File: config.mk
export PLATFORM = sky130hd
export DESIGN_NAME = keypad_scan
export DESIGN_NICKNAME = d
export VERILOG_FILES = /design/src/rtl/keypad_scan_pkg.sv /design/src/rtl/keypad_sync.sv /design/src/rtl/keypad_scan.sv
export SDC_FILE = /design/constraint.sdc
export NUM_CORES = 1
export LEC_CHECK = 0
export CORE_ASPECT_RATIO = 0.7
export CORE_MARGIN = 4
export CORE_UTILIZATION = 63
export CTS_CLUSTER_DIAMETER = 80
export CTS_CLUSTER_SIZE = 24
export DETAILED_ROUTE_END_ITERATION = 8
export PLACE_DENSITY_LB_ADDON = 0.05
export SLEW_MARGIN = 10
export SYNTH_ARGS = -nofsm -noshare
export SYNTH_HDL_FRONTEND = slang
export SYNTH_SLANG_ARGS = --single-unit
File: constraint.sdc
create_clock -name clk -period 3.9 [get_ports clk]
set_input_delay 0.78 -clock clk [delete_from_list [all_inputs] [get_ports clk]]
set_output_delay 0.78 -clock clk [all_outputs]
set_load 0.05 [all_outputs]
File: src/rtl/keypad_scan_pkg.sv
`default_nettype none
// ============================================================================
//  Module      : keypad_scan_pkg
//  Description : Shared constants, FSM state encoding and helper functions
//                for the 4x4 matrix keypad scanner.
//  Revision    : 1.0 - initial release
// ============================================================================
package keypad_scan_pkg;

    localparam int NROWS = 4;
    localparam int NCOLS = 4;
    localparam int KEY_W = 4;
    localparam int NKEYS = NROWS * NCOLS;
    localparam int ROW_W = 2;

    typedef enum logic [0:0] {
        ST_SCAN = 1'b0,
        ST_EMIT = 1'b1
    } state_t;

    // Index of the least-significant set bit; 0 when the vector is empty.
    function automatic logic [KEY_W-1:0] lowest_set(input logic [NKEYS-1:0] v);
        logic [KEY_W-1:0] idx;
        idx = '0;
        for (int i = NKEYS - 1; i >= 0; i--) begin
            if (v[i]) idx = KEY_W'(i);
        end
        return idx;
    endfunction

    // Active-low one-hot drive pattern for a row index.
    function automatic logic [NROWS-1:0] row_drive(input logic [ROW_W-1:0] row);
        return ~(NROWS'(1) << row);
    endfunction

endpackage
`default_nettype wire

File: src/rtl/keypad_sync.sv
`default_nettype none
// ============================================================================
//  Module      : keypad_sync
//  Description : Two-flop synchronizer for the asynchronous column lines.
//                Reset presets both stages to 1s (the released level).
//  Ports       : clk  - clock
//                rst  - synchronous active-high reset
//                d    - asynchronous active-low column inputs
//                q    - synchronized column inputs
//  Revision    : 1.0 - initial release
// ============================================================================
module keypad_sync
    import keypad_scan_pkg::*;
(
    input  logic             clk,
    input  logic             rst,
    input  logic [NCOLS-1:0] d,
    output logic [NCOLS-1:0] q
);

    logic [NCOLS-1:0] r_meta;
    logic [NCOLS-1:0] r_sync;

    always_ff @(posedge clk) begin
        if (rst) begin
            r_meta <= '1;
            r_sync <= '1;
        end else begin
            r_meta <= d;
            r_sync <= r_meta;
        end
    end

    assign q = r_sync;

endmodule
`default_nettype wire

File: src/rtl/keypad_scan.sv
`default_nettype none
// ============================================================================
//  Module      : keypad_scan
//  Description : 4x4 matrix keypad scanner with frame-level debounce and a
//                valid/ready event stream (one event per changed key).
//  Ports       : clk       - clock, all logic on rising edge
//                rst       - synchronous active-high reset
//                row_n     - active-low row drive, at most one bit low
//                col_n     - active-low column sense (asynchronous)
//                key_code  - event key index, row*4+col
//                key_press - 1 = press, 0 = release
//                key_valid - event available
//                key_ready - consumer accepts the event
//  Revision    : 1.0 - initial release
// ============================================================================
module keypad_scan
    import keypad_scan_pkg::*;
#(
    parameter int clk_freq       = 95000,   // kHz
    parameter int row_per_us     = 100,     // dwell per row, microseconds
    parameter int debounce_scans = 8        // 1..255
) (
    input  logic             clk,
    input  logic             rst,
    output logic [NROWS-1:0] row_n,
    input  logic [NCOLS-1:0] col_n,
    output logic [KEY_W-1:0] key_code,
    output logic             key_press,
    output logic             key_valid,
    input  logic             key_ready
);

    localparam int                DWELL      = clk_freq * row_per_us / 1000;
    localparam int                DWELL_W    = (DWELL > 1) ? $clog2(DWELL) : 1;
    localparam logic [DWELL_W-1:0] DWELL_LAST = DWELL_W'(DWELL - 1);
    localparam logic [ROW_W-1:0]  ROW_LAST   = ROW_W'(NROWS - 1);
    localparam logic [7:0]        DEB        = 8'(debounce_scans);

    state_t             r_state,     w_state_nxt;
    logic [ROW_W-1:0]   r_row,       w_row_nxt;
    logic [DWELL_W-1:0] r_dwell,     w_dwell_nxt;
    logic               r_run,       w_run_nxt;
    logic [NKEYS-1:0]   r_frame,     w_frame_nxt;
    logic [NKEYS-1:0]   r_prev,      w_prev_nxt;
    logic [NKEYS-1:0]   r_committed, w_committed_nxt;
    logic [7:0]         r_stable,    w_stable_nxt;
    logic               r_valid,     w_valid_nxt;
    logic [KEY_W-1:0]   r_code,      w_code_nxt;
    logic               r_press,     w_press_nxt;

    logic [NCOLS-1:0]   w_col_sync;
    logic [KEY_W-1:0]   w_row_slot;
    logic [NKEYS-1:0]   w_frame_full;
    logic [7:0]         w_stable_upd;
    logic               w_xfer;
    logic [NKEYS-1:0]   w_commit_upd;
    logic [NKEYS-1:0]   w_pending;
    logic [KEY_W-1:0]   w_first_idx;
    logic [KEY_W-1:0]   w_next_idx;

    keypad_sync u_sync (
        .clk (clk),
        .rst (rst),
        .d   (col_n),
        .q   (w_col_sync)
    );

    // Frame as it would look with the current row's sample merged in.
    always_comb begin
        w_row_slot   = {r_row, 2'b00};
        w_frame_full = r_frame;
        w_frame_full[w_row_slot +: NCOLS] = ~w_col_sync;
    end

    always_comb begin
        w_stable_upd = 8'd0;
        if (w_frame_full == r_prev) begin
            w_stable_upd = (r_stable >= DEB) ? DEB : r_stable + 8'd1;
        end
    end

    // Committed map after this cycle's transfer; what remains is still owed.
    always_comb begin
        w_xfer       = r_valid & key_ready;
        w_commit_upd = r_committed;
        if (w_xfer) w_commit_upd[r_code] = r_press;
        w_pending    = w_commit_upd ^ r_prev;
    end

    assign w_first_idx = lowest_set(w_frame_full ^ r_committed);
    assign w_next_idx  = lowest_set(w_pending);

    always_comb begin
        w_state_nxt     = r_state;
        w_row_nxt       = r_row;
        w_dwell_nxt     = r_dwell;
        w_run_nxt       = r_run;
        w_frame_nxt     = r_frame;
        w_prev_nxt      = r_prev;
        w_committed_nxt = r_committed;
        w_stable_nxt    = r_stable;
        w_valid_nxt     = r_valid;
        w_code_nxt      = r_code;
        w_press_nxt     = r_press;

        case (r_state)
            ST_SCAN: begin
                if (!r_run) begin
                    // Hold counters for one cycle so row 0 gets a full
                    // dwell once row_n leaves its reset level.
                    w_run_nxt = 1'b1;
                end else if (r_dwell == DWELL_LAST) begin
                    w_dwell_nxt = '0;
                    w_row_nxt   = r_row + ROW_W'(1);
                    w_frame_nxt = w_frame_full;
                    if (r_row == ROW_LAST) begin
                        w_prev_nxt   = w_frame_full;
                        w_stable_nxt = w_stable_upd;
                        if (w_stable_upd == DEB && w_frame_full != r_committed) begin
                            w_state_nxt = ST_EMIT;
                            w_valid_nxt = 1'b1;
                            w_code_nxt  = w_first_idx;
                            w_press_nxt = w_frame_full[w_first_idx];
                        end
                    end
                end else begin
                    w_dwell_nxt = r_dwell + DWELL_W'(1);
                end
            end
            ST_EMIT: begin
                w_committed_nxt = w_commit_upd;
                if (|w_pending) begin
                    w_valid_nxt = 1'b1;
                    w_code_nxt  = w_next_idx;
                    w_press_nxt = r_prev[w_next_idx];
                end else begin
                    w_valid_nxt = 1'b0;
                    w_state_nxt = ST_SCAN;
                    w_row_nxt   = '0;
                    w_dwell_nxt = '0;
                end
            end
            default: begin
                w_state_nxt = ST_SCAN;
                w_valid_nxt = 1'b0;
            end
        endcase
    end

    always_ff @(posedge clk) begin
        if (rst) begin
            r_state     <= ST_SCAN;
            r_row       <= '0;
            r_dwell     <= '0;
            r_run       <= 1'b0;
            r_frame     <= '0;
            r_prev      <= '0;
            r_committed <= '0;
            r_stable    <= 8'd0;
            r_valid     <= 1'b0;
            r_code      <= '0;
            r_press     <= 1'b0;
        end else begin
            r_state     <= w_state_nxt;
            r_row       <= w_row_nxt;
            r_dwell     <= w_dwell_nxt;
            r_run       <= w_run_nxt;
            r_frame     <= w_frame_nxt;
            r_prev      <= w_prev_nxt;
            r_committed <= w_committed_nxt;
            r_stable    <= w_stable_nxt;
            r_valid     <= w_valid_nxt;
            r_code      <= w_code_nxt;
            r_press     <= w_press_nxt;
        end
    end

    assign row_n     = (r_state == ST_SCAN && r_run) ? row_drive(r_row) : '1;
    assign key_valid = r_valid;
    assign key_code  = r_code;
    assign key_press = r_press;

endmodule
`default_nettype wire

==> reports/summary.md, run 1 <==
The flow ran to the end, and the final reports show no timing, DRC or antenna violations. In this run the deepest clock path goes through 2 buffers. 0 antenna diodes ended up in the layout. Clock latency on the worst-skew pair, taken at its later pin, is 0.35 ns. Counting flops with a built-in enable in the synthesized netlist gives 0. The worst hold margin is 0.412 ns. Adding up every negative setup slack in the final design gives 0 ns. The first TritonRoute pass finished after 6 iterations. Setup violations remaining at the end of the flow were counted as 0. Top flip-flop cell by instance count after synthesis: dfxtp_1.

The fraction of layout cells with a size suffix above 1 is 14.7%. The number of nets in the synthesized netlist is 730. The worst hold path begins at u_sync.r_meta[2]$_SDFF_PP1_.

For the worst setup path, the data arrival time is 3.94 ns. Setup repair after global routing left no endpoint under its margin. The global placement routability congestion is 0.981.

In the final routed layout, each cell accounts on average for 20.0 um. In this run, synthesis produced a sequential element count of 88. The instance count on the critical path was 13. The number of levels in the clock H-tree is 3. Number of synthesis warnings: 0. The worst min-delay path category was reg -> reg. Number of gates resized after CTS: 0. Entering global routing, the biggest net connects 45 pins. For the least setup slack across all paths after layout, the log shows 0.230 ns. Global routing finished with a remaining overflow of 0.

The cell count of the worst reg-to-reg path is 13, and the die extent in y is 88.5 um. For this run, asynchronously set or reset flops after synthesis account for 0%. The library cell used most frequently in the layout, excluding fill and tap cells, is dfxtp_1. Measured on the finished design, the core utilization comes to 73.6%.

The critical path is of the reg -> reg type. The tool flagged a number of max-cap violations equal to 0. The tools report the kind of start point of the critical path as a flip-flop. The number of DRC violations after detailed-routing iteration 0 was 829. The master of the slowest instance on the critical path was nor4_1. The finished cells cover 6650 um2. Clock tree synthesis inserted a total of 9 buffers. Summed over all layers, the routed wires come to 17,500 um. In this run, placement finished with an instance count of 858. Required time of the worst setup path: 4.17 ns. In this run the tightest slew margin relative to its limit is 21.7%. Averaged over all synthesized cells, the footprint is 8.17 um2. The initial antenna violation count came out at 0.

The standard-cell row count came out at 29. The power density over cell area is 293 nW/um2, and the number of buffers inserted by port buffering is 16. For the worst-case register-to-register setup slack, the log shows 0.23 ns. The analysis attributes to cell leakage a power of 2.39 nW. Traced cell by cell, the critical path runs through inv_1, ha_1, nor3b_2, a31oi_2, buf_4, xnor2_1, nor4_1, and4_1, a31o_1, nand2b_1, a221oi_1, o311ai_1, o32ai_2. In the final design database the tool counted 761 nets.

In the layout the commonest cells are dfxtp_1 (88), nor2_1 (74), nor2b_1 (55), buf_4 (41), a211oi_1 (39). The global-route wire length before repair is 27,500 um, and the worst supply voltage drop on vdd is 0.279 mV. Detailed placement ended at an HPWL of 13,100 um. The minimum clock period is 3.67 ns, and the routed via count is 5,706. In this run the clock root is driven by a clkbuf_16. On the worst path, the slowest cell contributes a delay of 0.66 ns. The setup slack at placement came out at -0.0355 ns.

The top fanout value on the critical path is 5, and the final number of hold-violating endpoints is 0. Once layout is complete, the cells apart from fillers number 874. In the routed design, unresolved DRC markers number 0. Between clock sinks in the finished design, the worst skew comes to 0.0159 ns. Post-placement cell area: 6320 um2. For the pin with the worst max-slew slack, the measured transition is 1.17 ns. TritonCTS built the clock tree. The die footprint was 10,900 um2; the area growth from synthesis to final layout was 14.0%. In this run the standard cell core region covers 9030 um2. The most critical setup path has its startpoint at r_row[1]$_SDFFE_PP0P_.

The remaining antenna violation count is 0. Once the floorplan was initialized, standard cells occupied 64.6% of the core. The number of buffers and inverters on the critical path works out to 2. Clock-pin slew was measured on the worst setup and hold paths at 0.07 ns. Clock tree synthesis found a total of 88 sinks. Grouping stages by cell kind, the critical path spends the most delay in simple AND/OR/NAND/NOR gates. The tools report the gate count after technology mapping as 714.

Based on the critical path, the design can be clocked at up to 272 MHz. The number of global-route vias before repair came out at 5,095. The worst setup path is captured at a flip-flop.

Die width: 123 um. The sequential area share after synthesis was 30.2%; the total standard cell area after synthesis was 5840 um2. Power comes to 1.95 mW. Quantity of hold-fixing buffers added after cts: 0. Dividing the final minimum period by the clock period gives 94.1%. In this run the worst setup path terminates at key_press$_SDFFE_PP0P_. The layout has 705 filler cells. The global-route usage over all layers came out at 32.8%. The launch point of the worst reg-to-reg path was r_row[1]$_SDFFE_PP0P_. Using the TritonRoute via totals, the vias-per-cell ratio works out to 6.53. For the number of top-level pins, the log shows 17.

The final-report max-slew violation count was 0. The terminus of the critical flop-to-flop path was key_press$_SDFFE_PP0P_. The netlist uses 83 different library cells.

The post-CTS setup-driven buffer insertion count came out at 0.
[power breakdown]
part / total (mW) / switching, mW / internal (mW)
Clock: 0.953 / 0.371 / 0.582
Combinational: 0.0878 / 0.0550 / 0.0328
Sequential: 0.908 / 0.00342 / 0.905
[worst register-to-register path, delay by kind of cell (launching register included)]
family | cells | cell delay (ns)
simple gates | 4 | 1.48
flops | 1 | 0.41
fa+ha+maj | 1 | 0.37
buf+inv | 2 | 0.29
xor+xnor | 1 | 0.11
compound gates | 5 | 0.93
[flip-flops by register name, indices dropped and copies added, names as in the netlist]
signal	cells
r_committed	16
r_frame	16
r_prev	16
r_dwell	14
r_stable	8
key_code	4
u_sync.q	4
u_sync.r_meta	4
r_row	2
key_press	1
key_valid	1
r_run	1
r_state	1
[final cells by class]
class | count | area [um2] | area share, %
clock inverter | 6 | 91.3 | 1.37
multi-input combinational | 571 | 3860 | 58.0
timing repair buffer | 58 | 483 | 7.26
sequential | 88 | 1760 | 26.5
clock buffer | 10 | 239 | 3.59
tap | 124 | 155 | 2.33
inverter | 17 | 63.8 | 0.959
[worst min path at each step]
stage                              to  slack (ns)  depth (start not counted)
2_1_floorplan  u_sync.q[0]$_SDFF_PP1_        0.39                          1
3_3_place_gp   u_sync.q[0]$_SDFF_PP1_        0.39                          1
3_5_place_dp   u_sync.q[2]$_SDFF_PP1_        0.40                          1
4_1_cts        u_sync.q[2]$_SDFF_PP1_        0.41                          1
5_1_grt        u_sync.q[3]$_SDFF_PP1_        0.42                          1
6_report       u_sync.q[2]$_SDFF_PP1_        0.41                          1
[cells by family (layout without fill, tap and decap cells)]
| logic type | Yosys count | in the layout | share of synthesized area [%] |
|---|---|---|---|
| AND/OR/NAND/NOR | 335 | 335 | 32.9 |
| AO/OA/AOI/OAI | 170 | 170 | 22.0 |
| flip-flops | 88 | 88 | 30.2 |
| buffers and inverters | 55 | 91 | 3.75 |
| XOR/XNOR | 47 | 47 | 7.31 |
| multiplexers | 10 | 10 | 1.89 |
| adder cells (fa/ha/maj) | 9 | 9 | 1.93 |
[cell usage after synthesis, drive strengths merged (3+ instances only)]
cell type	instances	area, um2
ha	9	113
nor2	74	278
nor2b	56	350
xor2	12	105
a21oi	33	180
or3	16	100
a22oi	4	30.0
a211oi	40	305
nand4	17	106
buf	8	40.0
mux2i	5	50.1
mux2	5	60.1
dfxtp	88	1760
nor3b	7	67.6
nand3b	3	22.5
and4	5	43.8
and3	3	18.8
nand2b	10	65.1
clkbuf	30	115
nor3	13	65.1
nand4b	3	26.3
inv	16	60.1
o211ai	6	45.0
and2	9	56.3
or2	13	81.3
o22ai	14	101
a31oi	19	233
xnor2	35	322
o32ai	3	33.8
nor4	16	136
nand3	36	185
o21ai	25	125
nand2	33	124
o311ai	3	26.3
or4	11	82.6
[metal layers]
layer	GRT usage [%]	wire, um	vias to the layer above
li1	-	-	2696
met1	48.0	8210	2685
met2	46.8	7040	293
met3	10.7	1900	32
met4	7.64	303	0
met5	0	0	-
Power figures use the tool's default switching activity.
==> run 2, diff against run 1 <==
ABC_AREA = 0   (was unset)
CORE_ASPECT_RATIO = unset   (was 0.7)
PLACE_DENSITY_LB_ADDON = 0.15   (was 0.05)
==> reports/summary.md, run 2 (synthesis results as in run 1) <==
Number of DRC violations after detailed-routing iteration 0: 455 (was 829). Most frequent cells in the layout: dfxtp_1 (88), nor2_1 (74), nor2b_1 (55), buf_4 (54), a211oi_1 (39) (was dfxtp_1 (88), nor2_1 (74), nor2b_1 (55), buf_4 (41), a211oi_1 (39)). The run gives 1.17 mW (was 1.52 mW) as the internal portion of total power. The multi-input logic area is 3860 um2 (unchanged), and the minimum clock period is 3.67 ns (about the same).

TritonCTS built the clock tree. The tools report the effective utilization at floorplan as 66.0% (was 64.6%). The switching share of power came out at 26.5% (was 22.0%). For the number of cells in the design after placement, the log shows 854 (was 858).

Worst supply voltage drop on vdd: 0.186 mV (was 0.279 mV). The share of the cycle needed by the critical path after routing is 94.1% (about the same), and the arrival time at the worst endpoint is 3.92 ns (was 3.94 ns). The total core area is 8850 um2 (was 9030 um2). The global placement routability congestion was 0.994 (was 0.981); the worst-case register-to-register setup slack was 0.24 ns (was 0.23 ns). The total inserted antenna cells came out at 0 (unchanged). The tools report the global routing met2 resource utilization as 52.5% (was 46.8%). The tools report the category of the worst setup path capture point as a flip-flop (unchanged).

The number of top-level pins was 17 (unchanged); the power density over cell area was 244 nW/um2 (was 293 nW/um2). The die footprint is 10,900 um2 (about the same). The fraction of layout cells with a size suffix above 1 works out to 15.9% (was 14.7%).

The tools report the post-route clock skew as 0.0138 ns (was 0.0159 ns). For the routed via count, the log shows 5,793 (was 5,706). Post-placement cell area: 6380 um2 (was 6320 um2). The logs give 2.36 nW (was 2.39 nW) for the cell leakage power and 1.60 mW (was 1.95 mW) for the total design power.

The pin slew with the least headroom to its limit came out at 0.879 ns (was 1.17 ns). The die extent in y came out at 104 um (was 88.5 um). The final layout net count was 773 (was 761). The final-report max-slew violation count came out at 0 (unchanged). The global-route wire length before repair is 28,500 um (was 27,500 um). The remaining antenna violation count was 0 (unchanged); the post-route cell area was 6560 um2 (was 6650 um2). The tools report the global route total overflow as 0 (unchanged). Top flop regs: r_committed x16, r_frame x16, r_prev x16 (unchanged). The source-to-sink clock delay at the later pin of the worst-skew pair came out at 0.37 ns (was 0.35 ns).

The number of global-route vias before repair came out at 5,670 (was 5,095). The worst min-delay path category is reg -> reg (unchanged). The clock edge transition at the registers on the reported setup and hold paths is 0.09 ns (was 0.07 ns).

Leading cell type in the layout, fill and taps excluded: dfxtp_1 (unchanged). The logs give 5 (was 6) for the number of search-and-repair iterations in the first detailed-routing pass and 0 (unchanged) for the total of endpoints with negative setup slack in the final report. The die width came out at 104 um (was 123 um). The category of the most critical setup path is in -> reg (was reg -> reg). The run gives 56.8% (was 46.6%) as the register share of total power.

The global-route usage over all layers came out at 32.3% (was 32.8%). The number of buffers inserted by port buffering came out at 16 (unchanged). Sequential cell area: 1760 um2 (unchanged). The run finished with clean final reports.

The average wire per standard cell was 20.2 um (was 20.0 um); the max capacitance violation total was 0 (unchanged). The logs give 88 (unchanged) for the clock net sink count and 869 (was 874) for the final standard cell count with taps included and fillers excluded. Power share of the clock group: 37.6% (was 48.9%). Routing usage on met1: 41.2% (was 48.0%). The global-route layer with the greatest usage was met2 (was met1).

The switching power is 0.424 mW (was 0.430 mW). For the initial antenna violation count, the log shows 0 (unchanged). The run gives 4.16 ns (was 4.17 ns) as the required time of the worst setup path. The DRC violation count after routing is 0 (unchanged). The global routing usage on met3 is 6.15% (was 10.7%). The area growth from synthesis to final layout is 12.3% (was 14.0%).

The top fanout value on the critical path came out at 6 (was 5). Setup slack at placement: -0.0700 ns (was -0.0355 ns). Number of gates resized after CTS: 0 (unchanged). For the total detailed-routing wirelength, the log shows 17,500 um (about the same). The final number of hold-violating endpoints came out at 0 (unchanged).

The run gives 665 (was 705) as the filler cell count in the final layout. The worst relative slew slack came out at 41.0% (was 21.7%). Number of buffers created by CTS: 9 (unchanged).

The logic gate share of total power was 5.6% (was 4.5%). The standard-cell row count was 34 (was 29). The run gives 45 (unchanged) as the maximum number of pins on one net before global-route repair. The HPWL after detailed placement is 13,200 um (was 13,100 um). The tools report the clock tree root driver cell as clkbuf_8 (was clkbuf_16). The least setup slack across all paths after layout was 0.231 ns (was 0.230 ns); the via density per instance was 6.67 (was 6.53). The run gives 273 MHz (was 272 MHz) as the upper clock frequency limit. Setup repair after global routing left no endpoint under its margin. The tools report the clock tree buffer depth as 2 (unchanged). The quantity of hold-fixing buffers added after cts was 0 (unchanged); the number of levels in the clock H-tree was 3 (unchanged). The post-CTS setup-driven buffer insertion count came out at 0 (unchanged). The kind of start point of the critical path is an input pin (was a flip-flop).
run 2: power groups by stage:
| stage | Combinational [mW] | Sequential (mW) | Clock (mW) |
|---|---|---|---|
| 2_1_floorplan | 0.0558 | 0.928 | 0 |
| 3_3_place_gp | 0.0841 | 0.928 | 0 |
| 3_5_place_dp | 0.0864 | 0.929 | 0 |
| 4_1_cts | 0.0867 | 0.908 | 0.606 |
| 5_1_grt | 0.0951 | 0.908 | 0.640 |
| 6_report | 0.0889 | 0.908 | 0.602 |
run 2: path summary, 6_finish.rpt:
check,depth (start not counted),end,startpoint
worst min-delay path,1,u_sync.q[0]$_SDFF_PP1_,u_sync.r_meta[0]$_SDFF_PP1_
worst max-delay path,12,r_dwell[13]$_SDFFE_PP0P_,key_ready
worst max register to register,12,key_press$_SDFFE_PP0P_,r_row[1]$_SDFFE_PP0P_
worst min register to register,1,u_sync.q[0]$_SDFF_PP1_,u_sync.r_meta[0]$_SDFF_PP1_
run 2: area by class of cell:
cell class              count  share of cell area, %
multi-input cells         571                   58.9
flip-flops and latches     88                   26.9
repair buffers             70                   8.55
well taps                 108                   2.06
clock buffers               9                   1.89
inverters                  17                  0.973
clock inverters             6                  0.783
run 2: routing by layer:
layer / part of all wire [%] / up-vias
met1: 41 / 2687
met3: 8.8 / 81
met2: 46 / 297
met4: 4.7 / 0
met5: 0 / -
li1: - / 2728
run 2: through the flow:
| step | TNS (ns) | util (%) | hold slack [ns] |
|---|---|---|---|
| 2_1_floorplan | 0 | - | 0.389 |
| 3_3_place_gp | 0 | 72.1 | 0.392 |
| 3_5_place_dp | -0.0700 | 72.1 | 0.397 |
| 4_1_cts | 0 | 74.1 | 0.419 |
| 5_1_grt | 0 | 74.1 | 0.439 |
| 6_report | 0 | 74.1 | 0.418 |
run 2: critical path, stage by stage:
cell and delay, ns:
clkdlybuf4s50_1 0.49, buf_4 0.19, and4b_1 0.22, and4_1 0.19
nor3_1 0.33, nor4b_2 0.56, and2_1 0.30, a21oi_2 0.14
nor3_1 0.31, nand4_1 0.18, xor2_1 0.17, nor2_1 0.05
